==> src/rtl/next_pc_stage_pkg.sv <==
// FetchUnitTypes: shared fetch front-end types, constants and PC helpers.
package FetchUnitTypes;
    localparam int PC_PATH_WIDTH = 32;
    localparam int FETCH_GROUP_LANES = 2;
    localparam int INSN_BYTE_OFFSET = 2;
    localparam int FETCH_GROUP_BYTES = FETCH_GROUP_LANES * 4;

    typedef logic [PC_PATH_WIDTH-1:0] PC_Path;

    typedef enum logic [1:0] {NP_RESET, NP_WAIT, NP_RUN, NP_PEND} NextPCStateType;

    // Clears the in-group byte offset; fetchWidth lanes of 4-byte instructions per group.
    function automatic logic [63:0] ToGroupBase(input logic [63:0] pc, input int fetchWidth);
        return pc & ~((64'(fetchWidth) << INSN_BYTE_OFFSET) - 64'd1);
    endfunction
endpackage

==> src/rtl/next_pc_stage_redirect_select.sv <==
// np_redirect_select: picks the lowest predicted-taken lane and its BTB or RAS target.
module np_redirect_select #(
    parameter int FETCH_WIDTH = 2,
    parameter int PC_WIDTH = 32
) (
    input  logic [FETCH_WIDTH-1:0]          fsValid,
    input  logic [FETCH_WIDTH-1:0]          fsBtbHit,
    input  logic [FETCH_WIDTH-1:0]          fsBrPredTaken,
    input  logic [FETCH_WIDTH-1:0]          fsRasPop,
    input  logic [FETCH_WIDTH*PC_WIDTH-1:0] fsBtbOut,
    input  logic [FETCH_WIDTH*PC_WIDTH-1:0] fsRasOut,
    output logic                            redirValid,
    output logic [PC_WIDTH-1:0]             redirTarget
);
    logic [FETCH_WIDTH-1:0] taken;

    assign taken = fsValid & fsBtbHit & fsBrPredTaken;

    // Scan from the top lane down so the lowest taken lane is written last and wins.
    always_comb begin
        redirValid = 1'b0;
        redirTarget = '0;
        for (int i = FETCH_WIDTH - 1; i >= 0; i--) begin
            if (taken[i]) begin
                redirValid = 1'b1;
                redirTarget = fsRasPop[i] ? fsRasOut[i*PC_WIDTH +: PC_WIDTH] : fsBtbOut[i*PC_WIDTH +: PC_WIDTH];
            end
        end
    end
endmodule

==> src/rtl/next_pc_stage.sv <==
// next_pc_stage: owns the fetch PC, presents aligned fetch groups and chooses the next PC
// by recovery > pending redirect > fetch-stage prediction > sequential.
module next_pc_stage
    import FetchUnitTypes::*;
#(
    parameter int FETCH_WIDTH = 2,
    parameter int PC_WIDTH = 32,
    parameter logic [PC_WIDTH-1:0] RESET_PC = 32'h0000_1000
) (
    input  logic                            clk,
    input  logic                            rst,
    input  logic                            rstStart,
    input  logic                            stall,
    input  logic                            recoveryValid,
    input  logic [PC_WIDTH-1:0]             recoveryPC,
    input  logic [FETCH_WIDTH-1:0]          fsValid,
    input  logic [FETCH_WIDTH-1:0]          fsBtbHit,
    input  logic [FETCH_WIDTH*PC_WIDTH-1:0] fsBtbOut,
    input  logic [FETCH_WIDTH-1:0]          fsBrPredTaken,
    input  logic [FETCH_WIDTH-1:0]          fsRasPop,
    input  logic [FETCH_WIDTH*PC_WIDTH-1:0] fsRasOut,
    output logic [PC_WIDTH-1:0]             npPC,
    output logic [FETCH_WIDTH*PC_WIDTH-1:0] npLanePC,
    output logic [FETCH_WIDTH-1:0]          npValid,
    output logic                            npSquash
);
    NextPCStateType state, nextState;
    logic [PC_WIDTH-1:0] pcReg, nextPC, pendPC, nextPendPC;
    logic [PC_WIDTH-1:0] pcBase, seqPC, laneOffset, redirTarget;
    logic pendValid, nextPendValid, redirValid, active;

    np_redirect_select #(.FETCH_WIDTH(FETCH_WIDTH), .PC_WIDTH(PC_WIDTH)) redirectSelect (
        .fsValid(fsValid),
        .fsBtbHit(fsBtbHit),
        .fsBrPredTaken(fsBrPredTaken),
        .fsRasPop(fsRasPop),
        .fsBtbOut(fsBtbOut),
        .fsRasOut(fsRasOut),
        .redirValid(redirValid),
        .redirTarget(redirTarget)
    );

    assign active = state == NP_RUN || state == NP_PEND;
    assign pcBase = PC_WIDTH'(ToGroupBase(64'(pcReg), FETCH_WIDTH));
    assign seqPC = pcBase + PC_WIDTH'(FETCH_WIDTH * 4);
    assign laneOffset = (pcReg >> INSN_BYTE_OFFSET) & PC_WIDTH'(FETCH_WIDTH - 1);
    assign npPC = pcReg;

    // Lanes before the entry offset of an unaligned target are not part of the path.
    for (genvar k = 0; k < FETCH_WIDTH; k++) begin : gLane
        assign npValid[k] = active && !npSquash && laneOffset <= PC_WIDTH'(k);
        assign npLanePC[k*PC_WIDTH +: PC_WIDTH] = pcBase + PC_WIDTH'(4 * k);
    end

    always_comb begin
        nextState = state;
        nextPC = pcReg;
        nextPendPC = pendPC;
        nextPendValid = pendValid;
        npSquash = 1'b0;
        if (state == NP_RESET) begin
            nextState = NP_WAIT;
        end else if (state == NP_WAIT) begin
            nextState = rstStart ? NP_WAIT : NP_RUN;
        end else if (recoveryValid) begin
            nextState = NP_RUN;
            nextPC = recoveryPC;
            nextPendValid = 1'b0;
            npSquash = 1'b1;
        end else if (!stall) begin
            nextState = NP_RUN;
            nextPC = pendValid ? pendPC : redirValid ? redirTarget : seqPC;
            nextPendValid = 1'b0;
            npSquash = pendValid || redirValid;
        end else if (redirValid && !pendValid) begin
            // Stalled redirect is parked; later redirects are ignored until it drains.
            nextState = NP_PEND;
            nextPendPC = redirTarget;
            nextPendValid = 1'b1;
        end
    end

    always_ff @(posedge clk or posedge rst) begin
        if (rst) begin
            state <= NP_RESET;
            pcReg <= RESET_PC;
            pendValid <= 1'b0;
            pendPC <= '0;
        end else begin
            state <= nextState;
            pcReg <= nextPC;
            pendValid <= nextPendValid;
            pendPC <= nextPendPC;
        end
    end
endmodule
==> config.mk <==
export PLATFORM = sky130hd
export DESIGN_NAME = next_pc_stage
export DESIGN_NICKNAME = d
export VERILOG_FILES = /design/src/rtl/next_pc_stage_pkg.sv /design/src/rtl/next_pc_stage_redirect_select.sv /design/src/rtl/next_pc_stage.sv
export SDC_FILE = /design/constraint.sdc
export NUM_CORES = 1
export LEC_CHECK = 0
export CORE_UTILIZATION = 38
export CTS_BUF_LIST = sky130_fd_sc_hd__clkbuf_4 sky130_fd_sc_hd__clkbuf_8
export DETAILED_ROUTE_END_ITERATION = 10
export PLACE_DENSITY = 0.8
export SLEW_MARGIN = 20
export SYNTH_ARGS = -nofsm -noshare
export SYNTH_HDL_FRONTEND = slang
export SYNTH_SLANG_ARGS = --single-unit
==> constraint.sdc <==
create_clock -name clk -period 2.05 [get_ports clk]
set_input_delay 0.5125 -clock clk [delete_from_list [all_inputs] [get_ports clk]]
set_output_delay 0.5125 -clock clk [all_outputs]
set_load 0.02 [all_outputs]
Word-level counts from Yosys, hierarchy flattened
Cells that the tools add are included.
{"block": "op_classes", "add_sub_neg": 2, "n_lt_le_gt_ge": 2, "n_eq_ne": 6, "n_mux": 23, "bitwise_logic": 5, "reduce_logical": 12}
{"op": "32-bit 2-to-1 mux", "n": 8}
{"op": "32-bit by 3-bit adder with 32-bit output, second input constant", "n": 1}
{"op": "32-bit by 4-bit adder with 32-bit output, second input constant", "n": 1}
{"op": "2-bit 2-to-1 mux", "n": 6}
{"op": "1-bit 2-to-1 mux", "n": 9}
{"op": "3-bit AND reduction", "n": 2}
{"op": "5-bit by 1-bit inequality test with 1-bit output, second input constant", "n": 1}
{"op": "5-bit AND reduction", "n": 1}
{"op": "2-bit bitwise AND", "n": 2}
{"op": "2-bit equality test, second input constant", "n": 2}
{"op": "1-bit logical AND", "n": 4}
{"op": "3-bit by 1-bit inequality test with 1-bit output, second input constant", "n": 1}
{"op": "1-bit NOT", "n": 3}
{"op": "2-bit by 1-bit equality test with 1-bit output, second input constant", "n": 1}
{"op": "1-bit less-or-equal comparator, second input constant", "n": 2}
{"op": "1-bit zero test", "n": 2}
{"op": "2-bit zero test", "n": 1}
{"op": "1-bit logical OR", "n": 2}
{"op": "2-bit by 1-bit inequality test with 1-bit output, second input constant", "n": 1}
{"block": "totals", "register_bits": 67, "inputBits": 173, "output_inout_bits": 99, "elab_cells": 54}

Logic depth before layout (Yosys ltp)
{"block": "depth", "depth_word": 12, "mapped_depth": 8}

Cells and area by module
From an unflattened synthesis, not the netlist that was laid out.
{"block": "hier_totals", "hier_cells": 641, "area_unflattened_um2": 5849.4}
{"module": "next_pc_stage", "instances": 1, "cells_each": 527, "area_per_inst_um2": 4789.6, "seq_area_each_um2": 1677.9}
{"module": "np_redirect_select", "instances": 1, "cells_each": 114, "area_per_inst_um2": 1059.8, "seq_area_each_um2": 0.0}

Worst setup path after synthesis
No wires, ideal clock.
{"block": "synth_path", "kind": "input to output", "start": "input fsBrPredTaken[0]", "end": "output npValid[0]", "arrival_ps": 2100, "required_ps": 1537, "setup_slack_ps": -563, "cell_stages": 6, "n_path_buf": 1, "path_cell_list": "and3_1 -> clkbuf_1 -> nor4_1 -> nor2_1 -> nor2b_1 -> nor2b_1"}
{"block": "synth_between", "elab_chain_cells": 10}
{"element": "from (decl)", "line_no": "next_pc_stage.sv:19", "source": "input logic [FETCH_WIDTH-1:0] fsBrPredTaken,"}
{"element": "2-bit bitwise AND", "line_no": "next_pc_stage_redirect_select.sv:17", "source": "assign taken = fsValid & fsBtbHit & fsBrPredTaken;"}
{"element": "1-bit 2-to-1 mux", "line_no": "next_pc_stage_redirect_select.sv:24", "source": "if (taken[i]) begin"}
{"element": "1-bit logical OR", "line_no": "next_pc_stage.sv:74", "source": "npSquash = pendValid || redirValid;"}
{"element": "1-bit 2-to-1 mux", "line_no": "next_pc_stage.sv:70", "source": "end else if (!stall) begin"}
{"element": "1-bit 2-to-1 mux", "line_no": "next_pc_stage.sv:65", "source": "end else if (recoveryValid) begin"}
{"element": "1-bit 2-to-1 mux", "line_no": "next_pc_stage.sv:63", "source": "end else if (state == NP_WAIT) begin"}
{"element": "1-bit 2-to-1 mux", "line_no": "next_pc_stage.sv:61", "source": "if (state == NP_RESET) begin"}
{"element": "named net npSquash", "line_no": "next_pc_stage.sv:25", "source": "output logic npSquash"}
{"element": "1-bit zero test", "line_no": "next_pc_stage.sv:51", "source": "assign npValid[k] = active && !npSquash && laneOffset <= PC_WIDTH'(k);"}
{"element": "1-bit logical AND (2 in series)", "line_no": "next_pc_stage.sv:51"}
{"element": "to (decl)", "line_no": "next_pc_stage.sv:24", "source": "output logic [FETCH_WIDTH-1:0] npValid,"}
The timed path passes the listed nets, and every way through them passes these cells.

Final worst setup path
{"block": "layout_path", "start": "input fsBtbHit[0]", "end": "output npValid[0]"}
{"block": "layout_between", "elab_chain_cells": 11}
{"element": "from (decl)", "line_no": "next_pc_stage.sv:17", "source": "input logic [FETCH_WIDTH-1:0] fsBtbHit,"}
{"element": "2-bit bitwise AND (2 in series)", "line_no": "next_pc_stage_redirect_select.sv:17"}
{"element": "1-bit 2-to-1 mux", "line_no": "next_pc_stage_redirect_select.sv:24"}
{"element": "1-bit logical OR", "line_no": "next_pc_stage.sv:74"}
{"element": "1-bit 2-to-1 mux", "line_no": "next_pc_stage.sv:70"}
{"element": "1-bit 2-to-1 mux", "line_no": "next_pc_stage.sv:65"}
{"element": "1-bit 2-to-1 mux", "line_no": "next_pc_stage.sv:63"}
{"element": "1-bit 2-to-1 mux", "line_no": "next_pc_stage.sv:61"}
{"element": "1-bit zero test", "line_no": "next_pc_stage.sv:51"}
{"element": "1-bit logical AND (2 in series)", "line_no": "next_pc_stage.sv:51"}
No other way between the ends.

==> qor.yml <==
run_status:
  status: "finished, violations left"
  failed_checks: "setup timing"
synthesis:
  synth_flop_cell: "dfrtp_1"
  synthDistinctLibCells: 61
  synth_area_leader_cell: "dfrtp_1"
  netlist_instances: 624
  ys_seq_elements: 67
  synth_top_area_share_pct: 30.4
  synth-seq-area-share_pct: 30.9
  async_reset_ff_share_pct: 100
  yosys-top-cells-area: "dfrtp_1 (30%), mux2i_1 (13%), buf_4 (8.8%)"
  synth.avg_cell_area_sq_um: 8.71
  syn_area_sq_um: 5430
  synth_edf_count: 0
  yosysWarnings: 0
grt:
  grt_pass1_wl_microns: 29900
  grtUsageMet2_pct: 43.1
  antenna_found_initial: 1
  grt.total_usage_pct: 26.6
  use_met3_pct: 4.31
  grt_overflow: 0
  grt_max_degree: 34
  grt_pass1_vias: 5770
  busiest_layer: "met2"
  use_met1_pct: 35.1
final_layout:
  drive_gt1_share_pct: 19.1
  utilization_pct: 62.9
  final_common_cell: "clkdlybuf4s50_1"
  final_cells: 1069
  nets: 1057
  nFillCells: 1155
  area_growth_pct: 61.2
  final_cell_mix: "clkdlybuf4s50_1 (222), buf_4 (80), mux2i_1 (71)"
timing:
  fin_crit_sh_pct: 103
  rsz0062_at_grt: "yes"
  max_freq_mhz: 474
  setup_viol: 2
  slew_headroom_pct: 65.2
  worst_slack_ns: -0.0576
  slew_violations: 0
  hold_viol: 0
  worst_slew_pin_slew_ns: 0.520
  skew_ns: 0.0120
  layout_min_cycle_time_ns: 2.11
critical_path:
  end_kind: "primary output"
  crit_start: "fsBtbHit[0]"
  cp-start-kind: "input port"
  cp_cell_sequence: "buf_6 > and3_4 > nor4_4 > nor2_4 > nor2b_4 > nor2b_4 > buf_6"
  required_ns: 1.54
  path_class: "in -> out"
  cp_slowest_stage_delay_ns: 0.32
  r2r_start: "npPC[12]"
  crit_family: "simple AND/OR/NAND/NOR gates"
  slowest_stage: "nor4_4"
  arrival_ns: 1.60
  critPathMaxFanout: 2
  crit_buf_inv: 2
floorplanning:
  die-width_microns: 122
  die_h_microns: 122
  start_util_pct: 39.0
  ios: 272
  rows: 43
  die_area_sq_um: 14800
  core_sq_um: 13900
route:
  wire_per_inst_microns: 18.1
  drtIter0Drc: 420
  via_count: 5999
  wl_microns: 19400
  ant_nets: 0
  drcViolationCount: 0
  vias_per_cell: 5.61
  firstDrtPassIters: 7
hold_path:
  hp-start: "pendPC[28]"
  min_path_type: "reg -> reg"
pwr:
  p_per_area_nw_per_um2: 712
  p_leak_uw: 0.00389
  power_uw: 6240
  ir_worst_vdd_mv: 0.348
clock_network:
  cts_max_level: 3
  clk_latency_ns: 0.35
  hold_buffers: 0
  cts_tree: "yes"
  clkTransAtPathRegs_ns: 0.08
  cts_made_buffers: 9
  cts.sink_count: 67
  cts-root-buf: "clkbuf_8"
  clock_path_buffers: 2
placed_design:
  portBuffers: 265
  placed_cells: 1052
  gp_congestion: 0.889
  dp_hpwl_microns: 15500
flow_run:
  maxCapViolCount: 0
[state kept, by name (all words and copies together), names as in the netlist]
register   count
npPC          32
pendPC        32
state          2
pendValid      1
[cell families after synthesis]
| kind of cell | share of synthesized area (%) |
|---|---|
| AOI/OAI and AO/OA | 21.2 |
| muxes | 16.8 |
| xor gates and xnor gates | 1.61 |
| other | 0.138 |
| adders and majority gates | 0.230 |
| DFF | 30.9 |
| buffers and inverters | 13.3 |
| and+or+nand+nor | 15.9 |
[Yosys cell counts, drive strengths merged, types with 7 or more instances]
master,number
dfrtp,66
a31oi,7
clkbuf,26
o21ai,44
and3,9
o221ai,17
nor2,46
a221oi,8
a21oi,24
buf,83
nor3,14
o21a,9
inv,13
mux2i,71
nand4,14
or3,7
o211ai,7
nand2,27
o22ai,21
mux2,18
nand3,16
nor4,7
[report_power, final]
group	internal [uW]	switching, uW
Sequential	1620	298
Combinational	1550	1510
Clock	718	544
Total	3890	2350
[timing repair]
action	4_1_cts	5_1_grt
pin swaps	5	3
buffers inserted	0	0
resized for setup	63	29
setup endpoints to repair	82	33
[final cells by class]
type | count | area [sq um] | share of cell area [%]
Timing Repair Buffer | 353 | 3420 | 39.0
Multi-Input combinational cell | 439 | 3150 | 35.9
Clock inverter | 6 | 88.8 | 1.01
Antenna cell | 1 | 2.50 | 0.0286
Inverter | 13 | 56.3 | 0.643
Tap cell | 180 | 225 | 2.57
Sequential cell | 67 | 1690 | 19.2
Clock buffer | 10 | 138 | 1.57
[stage by stage]
stage	worst slack, ns	TNS, ns	hold WS [ns]	instance area, sq um
global placement	-0.887	-35.94	0.472	8450
finish	-0.0576	-0.0741	0.492	8760
global route	-0.101	-0.154	0.523	8760
CTS	-0.0714	-0.101	0.496	8700
floorplan	-0.106	-0.106	0.458	5480
detailed placement	-0.888	-37.60	0.478	8450
[worst paths after layout]
check                           slack (ns)         end  depth (start not counted)
max in group asynchronous             1.00  pendPC[11]                          3
min in group asynchronous             0.54    npPC[15]                          2
worst min-delay path                  0.49  pendPC[28]                          1
worst max register to register        0.10    npPC[28]                          5
worst min register to register        0.49  pendPC[28]                          1
worst max-delay path                 -0.06  npValid[0]                          7
[layer usage]
metal	routed length (microns)	share of wire, %
met5	0	0
met4	549	2.8
met3	1780	9.2
met2	9170	47
met1	7890	41
[worst reg2reg max path, stage by stage (launching register included)]
cell	delay [ns]
dfstp_2	0.60
nand3_1	0.14
or4_4	0.61
nor3_1	0.22
xnor2_1	0.15
o21ai_0	0.10
(Power assumes the default switching activity.)
